`src/rtl/ae_matrix_line_ctrl.sv`:
```
// Line-buffer sequencer for the AE 5x5 window: tracks x/y from vsync/href, drives the
// shared line-RAM enable/address, and appends synthetic flush lines after each frame.
module ae_matrix_line_ctrl #(
    parameter int IMG_HDISP   = 1280,
    parameter int IMG_VDISP   = 720,
    parameter int ADDR_W      = 11,
    parameter int FLUSH_LINES = 2,
    parameter int HBLANK      = 16
) (
    input  logic              clk,
    input  logic              rst_n,
    input  logic              per_frame_vsync,
    input  logic              per_frame_href,
    output logic              ram_clken,
    output logic [ADDR_W-1:0] ram_addr,
    output logic [11:0]       y_cnt,
    output logic [2:0]        col_code,
    output logic [2:0]        row_code,
    output logic              win_valid,
    output logic              flush_active,
    output logic              frame_done,
    output logic              err_line,
    output logic              err_frame
);

    // x must be able to hold IMG_HDISP itself so over-long lines are detected without wrapping
    localparam int XW = $clog2(IMG_HDISP + 1);
    localparam int GW = (HBLANK > 1) ? $clog2(HBLANK) : 1;

    localparam logic [XW-1:0] X_END   = XW'(IMG_HDISP);
    localparam logic [XW-1:0] X_LAST  = XW'(IMG_HDISP - 1);
    localparam logic [XW-1:0] X_PENUL = XW'(IMG_HDISP - 2);
    localparam logic [11:0]   Y_V     = 12'(IMG_VDISP);
    localparam logic [11:0]   Y_V1    = 12'(IMG_VDISP + 1);
    localparam logic [11:0]   Y_END   = 12'(IMG_VDISP + FLUSH_LINES);
    localparam logic [GW-1:0] G_LAST  = GW'(HBLANK - 1);

    localparam logic [2:0] CODE_MID = 3'd0;
    localparam logic [2:0] CODE_E2  = 3'd1;
    localparam logic [2:0] CODE_E1  = 3'd2;
    localparam logic [2:0] CODE_F1  = 3'd3;
    localparam logic [2:0] CODE_F2  = 3'd4;

    typedef enum logic [2:0] {
        IDLE       = 3'd0,
        WAIT_LINE  = 3'd1,
        LINE       = 3'd2,
        FLUSH_GAP  = 3'd3,
        FLUSH_LINE = 3'd4
    } state_t;

    state_t          state_reg;
    logic [XW-1:0]   x_reg;
    logic [GW-1:0]   gap_reg;
    logic            vsync_reg;

    logic            vsync_rise;
    logic            issue_en;
    logic [11:0]     y_inc;
    logic [2:0]      col_next;
    logic [2:0]      row_next;

    assign vsync_rise = per_frame_vsync & ~vsync_reg;
    assign y_inc      = y_cnt + 12'd1;

    // A pixel is issued this cycle; a vsync rise pre-empts everything as a frame restart
    always_comb begin
        issue_en = 1'b0;
        if (!vsync_rise) begin
            case (state_reg)
                WAIT_LINE:  issue_en = per_frame_vsync & per_frame_href;
                LINE:       issue_en = per_frame_href & (x_reg < X_END);
                FLUSH_LINE: issue_en = 1'b1;
                default:    issue_en = 1'b0;
            endcase
        end
    end

    always_comb begin
        col_next = CODE_MID;
        if (x_reg == '0)
            col_next = CODE_E2;
        else if (x_reg == XW'(1))
            col_next = CODE_E1;
        else if (x_reg == X_PENUL)
            col_next = CODE_F1;
        else if (x_reg == X_LAST)
            col_next = CODE_F2;
    end

    // Window centre row is y_cnt-2, so compare y_cnt against offset positions directly
    always_comb begin
        row_next = CODE_MID;
        if (y_cnt == 12'd2)
            row_next = CODE_E2;
        else if (y_cnt == 12'd3)
            row_next = CODE_E1;
        else if (y_cnt == Y_V)
            row_next = CODE_F1;
        else if (y_cnt == Y_V1)
            row_next = CODE_F2;
    end

    always_ff @(posedge clk or negedge rst_n) begin
        if (!rst_n) begin
            state_reg    <= IDLE;
            x_reg        <= '0;
            gap_reg      <= '0;
            vsync_reg    <= 1'b0;
            y_cnt        <= '0;
            ram_clken    <= 1'b0;
            ram_addr     <= '0;
            col_code     <= CODE_MID;
            row_code     <= CODE_MID;
            win_valid    <= 1'b0;
            flush_active <= 1'b0;
            frame_done   <= 1'b0;
            err_line     <= 1'b0;
            err_frame    <= 1'b0;
        end else begin
            vsync_reg  <= per_frame_vsync;
            ram_clken  <= issue_en;
            win_valid  <= issue_en && (y_cnt >= 12'd2);
            frame_done <= 1'b0;
            if (issue_en) begin
                ram_addr <= ADDR_W'(x_reg);
                col_code <= col_next;
                row_code <= row_next;
            end

            if (vsync_rise) begin
                state_reg    <= WAIT_LINE;
                x_reg        <= '0;
                gap_reg      <= '0;
                y_cnt        <= '0;
                err_line     <= 1'b0;
                err_frame    <= 1'b0;
                flush_active <= 1'b0;
            end else begin
                case (state_reg)
                    IDLE: begin
                        x_reg <= '0;
                    end
                    WAIT_LINE: begin
                        if (!per_frame_vsync) begin
                            if (y_cnt < Y_V)
                                err_frame <= 1'b1;
                            state_reg <= IDLE;
                        end else if (per_frame_href) begin
                            x_reg     <= XW'(1);
                            state_reg <= LINE;
                        end
                    end
                    LINE: begin
                        if (per_frame_href) begin
                            if (x_reg < X_END)
                                x_reg <= x_reg + XW'(1);
                            else
                                err_line <= 1'b1;
                        end else begin
                            if (x_reg != X_END)
                                err_line <= 1'b1;
                            x_reg <= '0;
                            y_cnt <= y_inc;
                            if (y_inc == Y_V) begin
                                state_reg    <= FLUSH_GAP;
                                flush_active <= 1'b1;
                            end else begin
                                state_reg <= WAIT_LINE;
                            end
                        end
                    end
                    FLUSH_GAP: begin
                        if (per_frame_href)
                            err_frame <= 1'b1;
                        if (gap_reg == G_LAST) begin
                            gap_reg   <= '0;
                            state_reg <= FLUSH_LINE;
                        end else begin
                            gap_reg <= gap_reg + GW'(1);
                        end
                    end
                    FLUSH_LINE: begin
                        if (per_frame_href)
                            err_frame <= 1'b1;
                        if (x_reg == X_LAST) begin
                            x_reg <= '0;
                            y_cnt <= y_inc;
                            if (y_inc == Y_END) begin
                                frame_done   <= 1'b1;
                                flush_active <= 1'b0;
                                state_reg    <= IDLE;
                            end else begin
                                state_reg <= FLUSH_GAP;
                            end
                        end else begin
                            x_reg <= x_reg + XW'(1);
                        end
                    end
                    default: state_reg <= IDLE;
                endcase
            end
        end
    end

endmodule

```
`config.mk`:
```
export PLATFORM = sky130hd
export DESIGN_NAME = ae_matrix_line_ctrl
export DESIGN_NICKNAME = d
export VERILOG_FILES = /design/src/rtl/ae_matrix_line_ctrl.sv
export SDC_FILE = /design/constraint.sdc
export NUM_CORES = 1
export LEC_CHECK = 0
export BUFFER_PORTS_ARGS = -buffer_cell sky130_fd_sc_hd__buf_2
export CAP_MARGIN = 20
export CORE_MARGIN = 2
export CORE_UTILIZATION = 58
export DETAILED_ROUTE_END_ITERATION = 8
export GPL_TIMING_DRIVEN = 0
export HOLD_SLACK_MARGIN = 0.1
export PLACE_DENSITY = 0.82
export SLEW_MARGIN = 20
export SYNTH_ARGS = -nofsm -noshare
export SYNTH_HDL_FRONTEND = slang
export SYNTH_SLANG_ARGS = --single-unit
```
`constraint.sdc`:
```
create_clock -name clk -period 2.5 [get_ports clk]
set_input_delay 0.375 -clock clk [delete_from_list [all_inputs] [get_ports clk]]
set_output_delay 0.375 -clock clk [all_outputs]
set_load 0.05 [all_outputs]
```
* Word-level counts from Yosys, hierarchy flattened
Cells that the tools add are included.
Widths: inputs -> output; s select.
** Word-level totals
- Bits of input ports :: 4
- Word-level logic and storage cells :: 122
- Flip-flop bits (word level) :: 54
** Cells by class
- Bitwise operators :: 4
- Mux-type cells :: 53
- Reductions and logical operators :: 16
- Magnitude comparators :: 3
- Add/subtract/negate cells :: 3
- Equality and inequality tests :: 29
** Operators with widths (count)
- $mux 11 :: 6
- $eq 12x10->1 const B :: 4
- $pmux 11 s4 :: 1
- $mux 3 :: 14
- $mux 12 :: 3
- $ne 3x3->1 const B :: 10
- $eq 12x2->1 const B :: 2
- $pmux 12 s2 :: 1
- $eq 11x11->1 const B :: 2
- $mux 1 :: 19
- $pmux 3 s5 :: 1
- $add 12x1->12 const B :: 1
- $ge 12x2->1 const B :: 1
- $lt 12x10->1 const B :: 1
- $mux 4 :: 3
- $add 11x1->11 const B :: 1
- $eq 11x1->1 const B :: 1
- $logic_not 11->1 :: 1
- $lt 11x11->1 const B :: 1
- $ne 11x11->1 const B :: 1
- $reduce_and 5->1 :: 2
- $reduce_bool 3->1 :: 3
- $ne 4x4->1 const B :: 2
- $reduce_and 4->1 :: 2
- 18 further kinds :: 25

* Logic depth before layout (Yosys ltp)
Gate-level depths: netlist of the first run.
- Depth after elaboration :: 6
- Depth in mapped cells :: 8

* Least setup slack after synthesis of the first run
No wires, ideal clock.
- Path type :: reg-to-reg
- Start :: register y_cnt[0]
- End :: register flush_active
- Data arrival time :: 2291 ps
- Slack :: 71 ps
- Cell stages (with the launch flop) :: 8
- Clock period less this slack :: 2429 ps
- Path through :: dfrtp_1 ha_1 inv_1 or3_4 o31ai_2 nand4_1 o31ai_1 o311ai_1
** On the way
- Longest elaborated chain between the ends :: 4
- Elaborated cells between the ends (all ways) :: 6
- Those cells by class :: 1 x add/sub; 4 x eq/ne; 1 x reduce/logical
** Ends and longest elaborated chain
- start: declaration :: line 16 : output logic [11:0] y_cnt,
- start signal: assignment :: line 164 : y_cnt <= y_inc;
- start signal: assignment :: line 188 : y_cnt <= y_inc;
- $add 12x1->12 (*) :: line 64 : assign y_inc = y_cnt + 12'd1;
- $eq 12x10->1 (on tied branches) :: line 189, 165
- $ne 3x3->1 (no line)
- $reduce_and 5->1 (no line) (*)
- end signal: assignment :: line 116 : flush_active <= 1'b0;
- end signal: assignment :: line 167 : flush_active <= 1'b1;
- end signal: assignment :: line 191 : flush_active <= 1'b0;
- end: declaration :: line 20 : output logic flush_active,
Mark *: on every way between the ends. The rest lies on a longest branch, timed or not.
A chain may end at the register's enable or synchronous reset.

* Worst setup path after layout of the first run
- Start :: register y_cnt[0]
- End :: register state_reg[1]
** On the way
- Longest elaborated chain between the ends :: 6
- Elaborated cells between the ends (all ways) :: 9
- Those cells by class :: 1 x add/sub; 2 x eq/ne; 6 x mux
** Ends and longest elaborated chain
- $add 12x1->12 (*) :: line 64
- $eq 12x10->1 (on tied branches) :: line 189, 165
- $mux 2 (on tied branches) :: line 189, 165
- $mux 3 (on tied branches) :: line 186, 155
- $pmux 3 s5 (*) :: line 140 : case (state_reg)
- $mux 3 (*) :: line 131 : if (vsync_rise) begin
- end signal: assignment :: line 132 : state_reg <= WAIT_LINE;
- end signal: assignment :: line 192 : state_reg <= IDLE;
- end signal: assignment :: line 194 : state_reg <= FLUSH_GAP;
- end: declaration :: line 52 : state_t state_reg;
Mark *: on every way between the ends. The rest lies on a longest branch, timed or not. The select of a mux whose other input is x is not followed.

==> summary.txt, run 1 <==
Status - completed
TritonRoute pass-1 iters - 5
WL met3 - 401 um
Top_reg_cell synth - dfrtp_1
Final WS setup - 0.1848 ns
Final hold slack - 0.09904 ns
Worst-Margin Slew - 0.6654 ns
Wire per inst - 16.06 um
Max-slew violations - 0
Placed cell count - 448
Setup violators final - 0
Layout cells sized above 1 - 18.60%
Final Non-Filler Cells - 457
Startpoint Class - register
Nets - 400
DR iter-0 viols - 212
Worst vdd ir - 0.5605 mV
Worst path arrival time - 2.53 ns
Seq/Total Area, Yosys - 43.20%
Post-layout min period - 2.315 ns
Highest-count cells in the layout ignoring fill and taps - 52 x dfrtp_1, 46 x buf_2, 38 x nand2_1, 23 x o21ai_0, 21 x nor2_1
PortBufs - 38
Leak - 1.613 nW
GRT Overall Usage - 25.40%
Setup TNS - 0 ns
Area contributors post-synth - dfrtp_1 43%, nand2_1 4.6%, mux2_1 4.3%
Vias in the first global route - 2611
Initial antenna violation count - 0
Total power - 2.552 mW
Core ar. - 5140 um2
Post-Syn Area - 3128 um2
HPWL after DPL - 5086 um
Io pins - 39
DRC Markers - 0
Worst setup path class - register to register
Synth Instances - 340
First-pass GRT wire length - 12300 um
Total wire length - 7340 um
Pwr Density - 719.9 nW/um2
Reg clk slew, reported paths - 0.10 ns
Register bit total from synthesis - 54
Vias after detailed routing - 2827
ANT nets after route - 0
Ratio of final minimum period to clock period - 92.61%
Ys async rst share - 100.0%
Max reg flops - 12
Yosys top cell by area - dfrtp_1
Die Ht - 77.44 um
Die width - 77.44 um
Antenna cells - 0
RePlAce Congestion - 0.9557
TritonCTS Buffers - 5
Initial Utilization - 60.86%
Max frequency - 431.9 MHz
Ys Warns - 0
CP required - 2.71 ns
Number of synthesized flops with an enable pin - 0
Final Hold Fails - 0
Post-DP Area - 3408 um2
Row count - 26
Clock Path Buffers - 2
CTS tree - built
Area grow syn2layout - 13.32%
Pin count of the biggest net entering global routing - 55
Class of the worst hold path - input port to async pin
Top sig layer - met4
Clock root buffer - clkbuf_8
H-Tree Depth - 2
Most common cell after layout, fill and taps aside - dfrtp_1
Clk_skew - 0.008776 ns
Pre-CTS WS - 0.1009 ns
Final Util - 68.96%
RSZ-0062 raised after global routing - false
DR vias/cell - 6.186
Routed met2 length - 3537 um
Post-synth net total - 354
GRT overflow - 0
Top-area cell type share of the netlist area - 43.20%
CTS Sinks - 54
Post-Layout Inst Area - 3545 um2
Die Area - 5996 um2
Synth Area per Inst - 9.200 um2
Routed length on met1 - 3265 um
Critical-path maximum fanout - 12
Slew headroom - 55.30%
CP endpoint kind - register
Cell variety after synth - 60
Max-cap violations - 0
Worst-Skew Late Latency - 0.31 ns
==> cell usage after synthesis, types with 2 or more instances <==
library cell,instances
a21boi_0,4
a21boi_1,2
a21oi_1,13
a22oi_1,2
a311oi_1,2
a31oi_1,9
and2_1,7
and3_1,5
and4_1,2
buf_2,9
clkbuf_1,8
dfrtp_1,54
ha_1,10
inv_1,13
mux2_1,12
nand2_1,38
nand2b_1,9
nand3_1,11
nand3b_1,2
nand4_1,6
nor2_1,21
nor2b_1,3
nor3_1,5
nor4_1,7
o21a_1,3
o21ai_0,23
o21ai_1,9
o21ai_2,2
o31ai_1,13
o41ai_1,3
or2_1,2
or3_1,2
or4_1,2
==> worst max-delay path: stages (launching register included) <==
cell and delay [ns]:
dfrtp_2 0.49, ha_1 0.31, inv_1 0.10, or3_4 0.42, o31ai_2 0.27, and3_1 0.21
nand4_1 0.14, a311oi_1 0.27
==> per-layer routing <==
metal  vias up  global-route usage [%]
met1      1360                   35.14
li1       1340                       -
met4         0                   9.643
met3        16                   3.140
met5         -                       0
met2       111                   41.04
==> cells by family (layout without fill, tap and decap cells) <==
kind of cell | count (synthesis) | after routing | share of synthesized area [%]
xor+xnor | 1 | 1 | 0.2801
buf+inv | 31 | 77 | 4.320
fa+ha+maj | 10 | 10 | 4.000
simple gates | 131 | 131 | 22.20
flops | 54 | 54 | 43.20
mux | 15 | 15 | 5.480
compound gates | 98 | 99 | 20.52
==> where the power goes <==
part           leakage, nW  internal (mW)  switching, mW
Sequential           0.734          0.970          0.113
Combinational        0.827          0.263          0.626
Clock               0.0524          0.300          0.280
==> timing repair <==
item | CTS | global route
resized for setup | 0 | 5
hold buffers | 0 | 0
endpoints found under the setup margin | 0 | 17
buffers inserted | 0 | 0
==> layout make-up <==
cell class / count / area (um2)
buffer: 18 / 86.33
inverter: 13 / 48.80
timing repair buffer: 38 / 192.7
tap: 70 / 87.58
fill: 447 / 1595
clock buffer: 7 / 76.32
multi-input combinational: 256 / 1669
clock inverter: 1 / 30.03
sequential: 54 / 1354
==> path summary, 6_finish.rpt <==
path | depth (start not counted) | end | slack [ns] | start
setup / recovery | 7 | state_reg[1] | 0.18 | y_cnt[0]
hold / removal | 1 | ram_addr[5] | 0.1 | rst_n
setup reg to reg | 7 | state_reg[1] | 0.18 | y_cnt[0]
hold reg to reg | 1 | ram_addr[8] | 0.48 | ram_addr[8]
max in group asynchronous | 1 | y_cnt[1] | 1.91 | rst_n
min in group clk | 1 | vsync_reg | 0.27 | per_frame_vsync
Note: power is estimated with default switching activity, not from simulation.
==> run 2: changes to the inputs <==
- CELL_PAD_IN_SITES_DETAIL_PLACEMENT: default -> 0
- CELL_PAD_IN_SITES_GLOBAL_PLACEMENT: default -> 1
- CORE_UTILIZATION: 58 -> 35
- PLACE_DENSITY: 0.82 -> 0.67
- clock period: 2.5 -> 2.69 ns (I/O delays scaled with it)
==> summary.txt, run 2 (same netlist as run 1, synthesis figures left out) <==
Status - completed
Total wire length - 8089 um
TritonRoute pass-1 iters - 4
Setup Fix Bufs, Post-CTS - 0
Initial antenna violation count - 0
DR iter-0 viols - 148
Worst setup path class - register to register
Layout cells sized above 1 - 17.88%
Class of the worst hold path - input port to async pin
Routed length on met1 - 3951 um
Die Ht - 98.54 um
Vias after detailed routing - 2730
Max reg flops - 12
Ratio of final minimum period to clock period - 93.54%
Row count - 34
Post-layout min period - 2.516 ns
Clk_skew - 0.01564 ns
Setup violators final - 0
CP required - 2.87 ns
Worst-Skew Late Latency - 0.32 ns
Post-CTS sizing - 0
First-pass GRT wire length - 13720 um
Worst-Margin Slew - 0.7534 ns
WL met3 - 286 um
Highest-count cells in the layout ignoring fill and taps - 54 x dfrtp_1, 46 x buf_2, 38 x nand2_1, 23 x o21ai_0, 21 x nor2_1
Nets - 399
Pin count of the biggest net entering global routing - 55
GRT Overall Usage - 17.34%
Hold-fix buffers, CTS - 0
Leak - 1.633 nW
Max-cap violations - 0
Max-slew violations - 0
RSZ-0062 raised after global routing - false
CTS Sinks - 54
Top sig layer - met4
Die width - 98.54 um
ANT nets after route - 0
Final Util - 41.46%
Post-DP Area - 3456 um2
Final Hold Fails - 0
Setup TNS - 0 ns
Wire per inst - 16.37 um
CP endpoint kind - register
GRT overflow - 0
DRC Markers - 0
Clock root buffer - clkbuf_8
HPWL after DPL - 5721 um
PortBufs - 38
Antenna cells - 0
Most common cell after layout, fill and taps aside - dfrtp_1
Die Area - 9709 um2
Worst path arrival time - 2.70 ns
RePlAce Congestion - 0.7962
H-Tree Depth - 2
CTS tree - built
Post-Layout Inst Area - 3598 um2
Pwr Density - 697.4 nW/um2
TritonCTS Buffers - 5
DR vias/cell - 5.526
Vias in the first global route - 2636
Reg clk slew, reported paths - 0.11 ns
Critical-path maximum fanout - 9
Area grow syn2layout - 15.04%
Initial Utilization - 36.04%
Slew headroom - 49.62%
Max frequency - 397.4 MHz
Io pins - 39
Worst vdd ir - 0.4378 mV
Startpoint Class - register
Clock Path Buffers - 2
Routed met2 length - 3773 um
Core ar. - 8678 um2
==> run 2: critical path, stage by stage (launching register included) <==
cell and delay [ns]:
dfrtp_1 0.50, ha_1 0.25, and3_1 0.29, nand3_1 0.26
o21ai_2 0.44, o21ai_1 0.24, o31ai_1 0.27, o311ai_1 0.13
==> run 2: stage by stage <==
step | std cells | power [mW] | worst slack [ns] | hold WS [ns]
global placement | 486 | 1.844 | 0.1719 | 0.4615
finish | 494 | 2.510 | 0.1738 | 0.1326
detailed placement | 486 | 1.848 | 0.2390 | 0.4693
global route | 494 | 2.666 | 0.007049 | 0.1828
floorplan | 340 | 1.613 | 0.2610 | 0.1079
CTS | 494 | 2.544 | 0.1947 | 0.1534
==> run 2: final cells by class <==
cell class              instances  area (um2)
clock inverters                 2       60.06
multi-input cells             255        1642
well taps                     108       135.1
plain buffers                  18       86.33
fillers                       909        5080
repair buffers                 38       192.7
clock buffers                   6       82.58
flip-flops and latches         54        1351
inverters                      13       48.80
==> run 2: power by group <==
group          internal, mW  switching [mW]
clock network         0.397           0.284
logic                 0.242           0.581
registers             0.898           0.107
==> run 2: final timing paths <==
path                                       from           end  slack, ns  cells past startpoint
worst max-delay path                   x_reg[0]  flush_active       0.17                      7
worst min-delay path                      rst_n   ram_addr[2]       0.13                      1
worst max register to register         x_reg[0]  flush_active       0.17                      7
worst min register to register      ram_addr[8]   ram_addr[8]       0.49                      1
max in group asynchronous                 rst_n  state_reg[0]       2.08                      1
min in group clk                per_frame_vsync     vsync_reg       0.29                      1
==> run 2: routing by layer <==
layer / vias up / track usage [%]
met1: 1336 / 24.71
met2: 54 / 27.79
li1: 1334 / -
met3: 6 / 2.908
met4: 0 / 4.004
met5: - / 0
==> run 3: changes to the inputs <==
- clock period: 2.69 -> 2.4 ns (I/O delays scaled with it)
==> summary.txt, run 3 (same netlist as run 1, synthesis figures left out) <==
Clock root buffer - clkbuf_8
Post-layout min period - 2.260 ns
Nets - 407
Setup violators final - 0
Clock Path Buffers - 2
Worst-Skew Late Latency - 0.32 ns
Slew headroom - 53.06%
Crit path launch - y_cnt[0]
Antenna cells - 0
TritonRoute pass-1 iters - 4
Reg clk slew, reported paths - 0.10 ns
P_sw - 1.101 mW
Combinational power share - 38.0%
Sequential Power Share - 41.8%
Crit path cell chain - ha_2, inv_1, or3_4, o31ai_2, nand4_1, o31ai_1, o311ai_1
Worst setup path class - register to register
Worst path arrival time - 2.45 ns
Max-cap violations - 0
Final hold slack - 0.08221 ns
PortBufs - 38
TritonCTS Buffers - 5
Layout cells sized above 1 - 21.57%
Die width - 98.54 um
Setup TNS - 0 ns
Clock Power Share - 20.3%
Status - completed
Io pins - 39
DR vias/cell - 5.538
CP Depth - 7
Most common cell after layout, fill and taps aside - dfrtp_1
Final Util - 41.96%
Startpoint Class - register
Area grow syn2layout - 16.40%
Max frequency - 442.4 MHz
CP required - 2.59 ns
Max-slew violations - 0
Critical R2R Launch - y_cnt[0]
RePlAce Congestion - 0.8470
Ratio of final minimum period to clock period - 94.17%
Die Ht - 98.54 um
Wire per inst - 16.10 um
Worst-Margin Slew - 0.7041 ns
Pre-CTS WS - -0.09291 ns
CP endpoint kind - register
Total wire length - 8080 um
Row count - 34
Vias after detailed routing - 2780
Buffers & Inverters on Critical Path - 1
Slowest CP cell - dfrtp_2
H-Tree Depth - 2
Max reg flops - 12
Class of the worst hold path - input port to async pin
ANT nets after route - 0
Internal cell power - 1.572 mW
CP peak stage delay - 0.47 ns
Initial Utilization - 36.04%
Switching Fraction - 41.20%
First-pass GRT wire length - 14000 um
Vias in the first global route - 2751
Final Hold Fails - 0
GRT overflow - 0
Clk_skew - 0.01413 ns
Highest-count cells in the layout ignoring fill and taps - 51 x dfrtp_1, 46 x buf_2, 38 x nand2_1, 23 x o21ai_0, 20 x nor2_1
HPWL after DPL - 5699 um
Pwr Density - 734.3 nW/um2
Initial antenna violation count - 0
Critical-path maximum fanout - 9
Total power - 2.673 mW
Core ar. - 8678 um2
DR iter-0 viols - 138
DRC Markers - 0
Die Area - 9709 um2
CTS tree - built
Worst vdd ir - 0.4780 mV
GRT Overall Usage - 17.63%
Leak - 1.644 nW
Family with the most delay on the worst path - compound AO/OA/AOI/OAI gates
FF-to-FF path depth - 7
CTS Sinks - 54
RSZ-0062 raised after global routing - false
Final WS setup - 0.1398 ns
Pin count of the biggest net entering global routing - 55
[run 3: changes by cell type in the layout (fill, tap and decap cells not counted), moves of 2 or more]
cell	previous run	this run
dfrtp_2	0	3
bufinv_16	2	0
buf_4	1	9
dfrtp_1	54	51
[run 3: area by class of cell]
cell class | instances | area [um2]
multi-input combinational | 255 | 1668
timing repair buffer | 46 | 252.7
clock inverter | 2 | 12.51
sequential | 54 | 1355
clock buffer | 6 | 82.58
buffer | 18 | 86.33
inverter | 13 | 48.80
fill | 900 | 5037
tap | 108 | 135.1
[run 3: what timing repair did]
action,4_1_cts,5_1_grt
hold buffers,0,0
resized for setup,1,6
endpoints found under the setup margin,16,25
pin swaps,1,0
setup buffers,2,6
[run 3: path summary, 6_finish.rpt]
kind | endpoint | slack (ns)
setup reg to reg | flush_active | 0.14
hold reg to reg | col_code[1] | 0.48
min in group clk | vsync_reg | 0.24
max in group asynchronous | y_cnt[1] | 1.81
setup / recovery | flush_active | 0.14
hold / removal | ram_addr[3] | 0.08
[run 3: power by group through the flow]
stage / Sequential [mW] / Clock (mW) / Combinational, mW
2_1_floorplan: 1.35 / 0 / 0.457
3_3_place_gp: 1.15 / 0 / 0.923
3_5_place_dp: 1.15 / 0 / 0.933
4_1_cts: 1.13 / 0.578 / 0.943
5_1_grt: 1.13 / 0.608 / 1.11
6_report: 1.12 / 0.542 / 1.01
[run 3: worst reg2reg max path, delay by kind of cell, from the launching register on]
family	cells	cell delay (ns)
simple gates	2	0.64
compound gates	3	0.67
fa+ha+maj	1	0.27
buf+inv	1	0.08
flops	1	0.47
[run 3: layer usage]
| layer | GRT usage, % | wire length, um | part of all wire [%] | vias to the layer above |
|---|---|---|---|---|
| met2 | 28.78 | 3821 | 47 | 62 |
| met1 | 23.96 | 3795 | 47 | 1356 |
| met5 | 0 | 0 | 0 | - |
| met4 | 5.269 | 143 | 1.8 | 0 |
| li1 | - | - | - | 1351 |
| met3 | 3.262 | 319 | 3.9 | 11 |
[run 3: stage by stage]
| step | std cells | instance area (um2) |
|---|---|---|
| after CTS | 496 | 3576 |
| after global routing | 502 | 3641 |
| final | 502 | 3641 |
| after floorplan | 340 | 3131 |
| after detailed placement | 486 | 3458 |
| after global placement | 486 | 3456 |
